$ cat src/rtl/inst_buffer_pkg.sv
// rtl/inst_buffer_pkg.sv - shared types for the instruction buffer
package inst_buffer_pkg;

    typedef enum logic [2:0] {
        EXCP_NONE = 3'd0,
        EXCP_ADEF = 3'd1,
        EXCP_TLBR = 3'd2,
        EXCP_PIF  = 3'd3,
        EXCP_PPI  = 3'd4
    } excp_t;

    typedef struct packed {
        logic [31:0] pc;
        logic [31:0] inst;
        logic        pred_br_taken;
        logic [31:0] pred_br_target;
        logic        have_excp;
        excp_t       excp_type;
    } ib_entry_t;

    function automatic logic [1:0] popcnt2(input logic [1:0] v);
        return {1'b0, v[0]} + {1'b0, v[1]};
    endfunction

endpackage

$ cat src/rtl/inst_buffer_if.sv
// rtl/inst_buffer_if.sv - fetch-side and decode-side signals of the instruction buffer
interface inst_buffer_if;
    import inst_buffer_pkg::*;

    logic [1:0]       in_valid;
    logic [1:0][31:0] in_pc;
    logic [1:0][31:0] in_inst;
    logic [1:0]       in_pred_br_taken;
    logic [1:0][31:0] in_pred_br_target;
    logic [1:0]       in_have_excp;
    excp_t [1:0]      in_excp_type;
    logic             in_ready;

    logic [1:0]       out_valid;
    logic [1:0][31:0] out_pc;
    logic [1:0][31:0] out_inst;
    logic [1:0]       out_pred_br_taken;
    logic [1:0][31:0] out_pred_br_target;
    logic [1:0]       out_have_excp;
    excp_t [1:0]      out_excp_type;
    logic [1:0]       out_pop;

    modport slave (
        input  in_valid, in_pc, in_inst, in_pred_br_taken, in_pred_br_target,
               in_have_excp, in_excp_type, out_pop,
        output in_ready, out_valid, out_pc, out_inst, out_pred_br_taken,
               out_pred_br_target, out_have_excp, out_excp_type
    );

    modport master (
        output in_valid, in_pc, in_inst, in_pred_br_taken, in_pred_br_target,
               in_have_excp, in_excp_type, out_pop,
        input  in_ready, out_valid, out_pc, out_inst, out_pred_br_taken,
               out_pred_br_target, out_have_excp, out_excp_type
    );

endinterface

$ cat src/rtl/inst_buffer.sv
// rtl/inst_buffer.sv - two-wide circular instruction buffer between fetch and decode
// Optional same-cycle empty-buffer bypass: INST_BUFFER_BYPASS_EN.
module inst_buffer
    import inst_buffer_pkg::*;
#(
    parameter int DEPTH = 8
) (
    input  logic         clk,
    input  logic         reset,
    input  logic         flush,
    inst_buffer_if.slave ib
);

    localparam int PW = $clog2(DEPTH);
    localparam int CW = PW + 1;

    ib_entry_t     mem_q [DEPTH];
    logic [PW-1:0] head_q, head_d, tail_q, tail_d;
    logic [CW-1:0] count_q, count_d;

    ib_entry_t  in_ent  [2];
    ib_entry_t  st_ent  [2];
    ib_entry_t  out_ent [2];
    ib_entry_t  wr_ent  [2];
    logic       bypass;
    logic       in_ready;
    logic [1:0] out_valid, push_v, pop_v;
    logic [1:0] npush, npop, nrd, nwr, skip;

    assign in_ready = (count_q <= CW'(DEPTH - 2));

`ifdef INST_BUFFER_BYPASS_EN
    assign bypass = (count_q == '0) && !flush;
`else
    assign bypass = 1'b0;
`endif

    always_comb begin
        for (int s = 0; s < 2; s++) begin
            in_ent[s].pc             = ib.in_pc[s];
            in_ent[s].inst           = ib.in_inst[s];
            in_ent[s].pred_br_taken  = ib.in_pred_br_taken[s];
            in_ent[s].pred_br_target = ib.in_pred_br_target[s];
            in_ent[s].have_excp      = ib.in_have_excp[s];
            in_ent[s].excp_type      = ib.in_excp_type[s];
        end
        st_ent[0] = mem_q[head_q];
        st_ent[1] = mem_q[head_q + PW'(1)];
    end

    // While bypassing, popped input slots never touch storage; the rest land at tail.
    always_comb begin
        out_valid = bypass ? ib.in_valid : {count_q >= CW'(2), count_q >= CW'(1)};
        for (int s = 0; s < 2; s++) begin
            out_ent[s] = bypass ? in_ent[s] : st_ent[s];
        end
        push_v    = in_ready ? ib.in_valid : 2'b00;
        pop_v     = ib.out_pop & out_valid;
        npush     = popcnt2(push_v);
        npop      = popcnt2(pop_v);
        nrd       = bypass ? 2'd0 : npop;
        skip      = bypass ? npop : 2'd0;
        nwr       = npush - skip;
        wr_ent[0] = (skip == 2'd1) ? in_ent[1] : in_ent[0];
        wr_ent[1] = in_ent[1];
    end

    always_comb begin
        head_d  = head_q + PW'(nrd);
        tail_d  = tail_q + PW'(nwr);
        count_d = count_q + CW'(nwr) - CW'(nrd);
        if (flush) begin
            head_d  = '0;
            tail_d  = '0;
            count_d = '0;
        end
    end

    always_ff @(posedge clk) begin
        if (reset) begin
            head_q  <= '0;
            tail_q  <= '0;
            count_q <= '0;
        end else begin
            head_q  <= head_d;
            tail_q  <= tail_d;
            count_q <= count_d;
        end
    end

    always_ff @(posedge clk) begin
        if (!reset && !flush) begin
            if (nwr != 2'd0) mem_q[tail_q]            <= wr_ent[0];
            if (nwr == 2'd2) mem_q[tail_q + PW'(1)]   <= wr_ent[1];
        end
    end

    always_comb begin
        ib.in_ready  = in_ready;
        ib.out_valid = out_valid;
        for (int s = 0; s < 2; s++) begin
            ib.out_pc[s]             = out_ent[s].pc;
            ib.out_inst[s]           = out_ent[s].inst;
            ib.out_pred_br_taken[s]  = out_ent[s].pred_br_taken;
            ib.out_pred_br_target[s] = out_ent[s].pred_br_target;
            ib.out_have_excp[s]      = out_ent[s].have_excp;
            ib.out_excp_type[s]      = out_ent[s].excp_type;
        end
    end

endmodule

$ cat src/flat_wrapper.sv
// flat-port wrapper written by rule: the top's interface ports become plain ports
module inst_buffer_flat import inst_buffer_pkg::*;
#(
    parameter int DEPTH = 8
)
  (clk, reset, flush, ib_in_valid, ib_in_pc, ib_in_inst, ib_in_pred_br_taken, ib_in_pred_br_target, ib_in_have_excp, ib_in_excp_type, ib_out_pop, ib_in_ready, ib_out_valid, ib_out_pc, ib_out_inst, ib_out_pred_br_taken, ib_out_pred_br_target, ib_out_have_excp, ib_out_excp_type);
  inst_buffer_if ib_i ();
  input  logic clk;
  input  logic reset;
  input  logic flush;
  input wire logic [$bits(ib_i.in_valid)-1:0] ib_in_valid;
  input wire logic [$bits(ib_i.in_pc)-1:0] ib_in_pc;
  input wire logic [$bits(ib_i.in_inst)-1:0] ib_in_inst;
  input wire logic [$bits(ib_i.in_pred_br_taken)-1:0] ib_in_pred_br_taken;
  input wire logic [$bits(ib_i.in_pred_br_target)-1:0] ib_in_pred_br_target;
  input wire logic [$bits(ib_i.in_have_excp)-1:0] ib_in_have_excp;
  input wire logic [$bits(ib_i.in_excp_type)-1:0] ib_in_excp_type;
  input wire logic [$bits(ib_i.out_pop)-1:0] ib_out_pop;
  output wire logic [$bits(ib_i.in_ready)-1:0] ib_in_ready;
  output wire logic [$bits(ib_i.out_valid)-1:0] ib_out_valid;
  output wire logic [$bits(ib_i.out_pc)-1:0] ib_out_pc;
  output wire logic [$bits(ib_i.out_inst)-1:0] ib_out_inst;
  output wire logic [$bits(ib_i.out_pred_br_taken)-1:0] ib_out_pred_br_taken;
  output wire logic [$bits(ib_i.out_pred_br_target)-1:0] ib_out_pred_br_target;
  output wire logic [$bits(ib_i.out_have_excp)-1:0] ib_out_have_excp;
  output wire logic [$bits(ib_i.out_excp_type)-1:0] ib_out_excp_type;
  assign ib_i.in_valid = ib_in_valid;
  assign ib_i.in_pc = ib_in_pc;
  assign ib_i.in_inst = ib_in_inst;
  assign ib_i.in_pred_br_taken = ib_in_pred_br_taken;
  assign ib_i.in_pred_br_target = ib_in_pred_br_target;
  assign ib_i.in_have_excp = ib_in_have_excp;
  assign ib_i.in_excp_type = ib_in_excp_type;
  assign ib_i.out_pop = ib_out_pop;
  assign ib_in_ready = ib_i.in_ready;
  assign ib_out_valid = ib_i.out_valid;
  assign ib_out_pc = ib_i.out_pc;
  assign ib_out_inst = ib_i.out_inst;
  assign ib_out_pred_br_taken = ib_i.out_pred_br_taken;
  assign ib_out_pred_br_target = ib_i.out_pred_br_target;
  assign ib_out_have_excp = ib_i.out_have_excp;
  assign ib_out_excp_type = ib_i.out_excp_type;
  inst_buffer #(.DEPTH(DEPTH)) u_core (.clk(clk), .reset(reset), .flush(flush), .ib(ib_i));
endmodule
$ cat config.mk
export PLATFORM = sky130hd
export DESIGN_NAME = inst_buffer_flat
export DESIGN_NICKNAME = d
export VERILOG_FILES = /design/src/rtl/inst_buffer_pkg.sv /design/src/rtl/inst_buffer_if.sv /design/src/rtl/inst_buffer.sv /design/src/flat_wrapper.sv
export SDC_FILE = /design/constraint.sdc
export NUM_CORES = 2
export LEC_CHECK = 0
export CAP_MARGIN = 0
export CORE_ASPECT_RATIO = 0.7
export CORE_MARGIN = 4
export CORE_UTILIZATION = 37
export CTS_CLUSTER_SIZE = 30
export DETAILED_ROUTE_END_ITERATION = 8
export PLACE_DENSITY = 0.56
export RECOVER_POWER = 50
export SLEW_MARGIN = 20
export SYNTH_ARGS = -nofsm -noshare
export SYNTH_HDL_FRONTEND = slang
export SYNTH_SLANG_ARGS = --single-unit
export TNS_END_PERCENT = 100
$ cat constraint.sdc
create_clock -name clk -period 12.9 [get_ports clk]
set_input_delay 2.58 -clock clk [delete_from_list [all_inputs] [get_ports clk]]
set_output_delay 2.58 -clock clk [all_outputs]
set_load 0.02 [all_outputs]
==> results.md <==
* All-Layer GR Usage at 22.1%
* Worst-Skew Late Latency at 0.68 ns
* Initial Util at 37.4%
* Post-CTS Setup Repair Bufs at 0
* TritonCTS clock tree: yes
* CTS Buf Count at 91
* Die area at 132,000 um2
* Min Tclk post-route at 9.41 ns
* Violated checks: max-capacitance violations, max-slew violations
* Top-area cell type share of the netlist area at 52.0%
* # rows at 108
* Post-synthesis xor/xnor area fraction at 0.113%
* Post-CTS Hold Fix Bufs at 0
* Fin Hold WS at 0.700 ns
* Cts repair resizes at 0
* GPL Wtd Cong at 0.750
* R2r startpoint: u_core.count_q[3]
* Die width at 432 um
* Asr flop ratio synth at 0%
* Worst-path clk slew at 0.06 ns
* Largest area contributor in the netlist: edfxtp_1
* GRT overflow at 0
* VDD IR max at 0.0992 mV
* Nets at 3,109
* Crit. Startpoint: ib_in_valid[0]
* Synth cell count leaders: mux2_2 (876), edfxtp_1 (808), mux4_2 (404), buf_2 (139), mux2_1 (134)
* Yosys warnings at 0
* RSZ-0062 raised after global routing: no
* Pre-CTS WS at 5.34 ns
* Status: finished, violations left
* TNS Setup at 0 ns
* Cell Pwr Density at 149 nW/um2
* Top_reg_cell synth: edfxtp_1
* DRT Pass-1 Iters at 7
* Vias in the first global route at 29,800
* Worst Skew at 0.0279 ns
* Multiplexer area fraction after synthesis at 44.0%
* Port Buffers at 413
* Via count at 27,100
* Worst slew pin tran at 4.66 ns
* Sequential element share of the synthesized area at 52.4%
* Worst setup EP type: flop
* ANT nets after route at 0
* Max Fanout on Critical Path at 42
* Simple-gate share of the synthesized area at 0.488%
* Syn_nets at 2,752
* Clk Tree Root Cell: clkbuf_16
* Initial DRC Count at 2,247
* Largest net degree at the start of global routing at 134
* Clock Path Buffers at 3
* WL final at 147,000 um
* First-pass GRT wire length at 212,000 um
* Critical path destination: u_core.mem_q[0][43]
* Cell Area, Placed at 52,500 um2
* Final Util at 44.3%
* R2r setup slk at 4.91 ns
* Layout cells sized above 1 at 48.8%
* Worst-case reg-to-reg path depth at 11
* Fin crit share at 72.9%
* DRC Markers at 0
* Detailed-placement wirelength estimate at 82,300 um
* Area growth, synth to finish at 18.4%
* Total power at 8.22 mW
* TritonCTS Sinks at 818
* Worst reg2reg endpoint: u_core.mem_q[0][43]
* H-tree levels at 3
* Netlist Area Pre-Place at 46,600 um2
* Min-Delay Path Class: reg -> reg
* Synth area leaders: edfxtp_1 (52%), mux2_2 (21%), mux4_2 (20%)
* Critical Path RT at 13.18 ns
* Routed wire length per instance at 31.7 um
* Fmax at 0.106 GHz
* Avg Cell Area, Syn at 18.5 um2
* Post-Synth Adder-Cell Area at 0.547%
* Final WS setup at 3.49 ns
* Final hold violations at 0
* Critical path class: in -> reg
* Register bit total from synthesis at 818
* Max_slew headroom at -211%
* Die extent in y at 305 um
* Final count of pins violating max slew at 1,055
* Complex-gate fraction of the synthesized area at 0.118%
* Max-Cap Viols at 31
* Static Leakage at 17.0 nW
* I/O pin cnt at 414
* Cell variety after synth at 33
* Synth Instances at 2,525
* Dpl cells at 4,439
* Top-count cell post-synth: mux2_2
* Arrival time of the worst setup path at 9.69 ns
* Hold path cells at 2
* Vias per cell at 5.87
* Startpoint Class: input port
* Post-synth EDFFs at 808
* Final setup fails at 0
* Core area at 125,000 um2
* Initial antenna violation count at 32
* Post-route cell area at 55,200 um2
* Main combinational cell family by area after synthesis: multiplexers
* Finished Layout Cells at 4,623
-- power breakdown --
| part | internal (mW) | total, mW | switching, mW | leakage (nW) |
|---|---|---|---|---|
| clock | 1.48 | 2.59 | 1.11 | 1.41 |
| combinational | 1.34 | 2.56 | 1.21 | 8.25 |
| sequential | 3.01 | 3.07 | 0.0596 | 7.38 |
| total | 5.83 | 8.22 | 2.39 | 17.0 |
-- area by class of cell --
type                            count  area, um2
Timing Repair Buffer              468       4500
Multi-Input combinational cell   1493      21200
Clock inverter                     56        528
Antenna cell                       16       40.0
Inverter                           10       37.5
Tap cell                         1650       2060
Fill cell                       10800      69400
Clock buffer                      112       2360
Sequential cell                   818      24500
-- kinds of logic (layout without fill, tap and decap cells) --
logic type,count (synthesis),after routing
buf+inv,214,646
xor+xnor,6,6
simple gates,41,41
flops,818,818
fa+ha+maj,18,18
other cells,0,16
compound gates,8,8
mux,1420,1420
-- flip-flops by register name, summed over array words and instances (netlist names) --
signal and count:
u_core.count_q 4, u_core.tail_q 3, u_core.head_q 3, u_core.mem_q 808
-- cell usage in the layout (no fill, tap or decap), types with 6 or more instances in the layout --
cell	instances
and2_1	6
buf_4	26
bufinv_16	9
clkbuf_1	45
clkbuf_16	91
clkdlybuf4s50_1	406
clkinv_1	22
clkinv_2	18
dfxtp_1	7
diode_2	16
dlygate4sd3_1	7
edfxtp_1	808
ha_1	13
inv_1	10
mux2_1	137
mux2_2	873
mux4_2	404
nand2_1	7
nand3_1	9
-- per-layer routing --
metal  global-route usage, %  wire, um  share of wire, %  vias up
met5                       0       160              0.11        -
met4                    7.31      4650               3.2       24
met3                    4.18      8390               5.7      266
met2                    37.3     73100                50      884
met1                    28.7     60500                41    14600
li1                        -         -                 -    11400
-- worst min-delay path by stage --
stage | startpoint | to | slack [ns]
floorplan | u_core.head_q[0] | u_core.head_q[0] | 0.57
global placement | u_core.tail_q[0] | u_core.tail_q[0] | 0.67
detailed placement | u_core.tail_q[0] | u_core.tail_q[0] | 0.67
CTS | u_core.tail_q[0] | u_core.tail_q[0] | 0.69
global route | u_core.tail_q[0] | u_core.tail_q[0] | 0.75
finish | u_core.tail_q[0] | u_core.tail_q[0] | 0.70
-- critical path: stages --
cell	delay (ns)
dlygate4sd3_1	0.55
and2_0	0.17
ha_1	0.19
nor3b_1	0.43
nand3_1	1.46
o31ai_1	0.53
clkbuf_1	2.63
buf_4	0.97
Note: power is estimated with default switching activity, not from simulation.
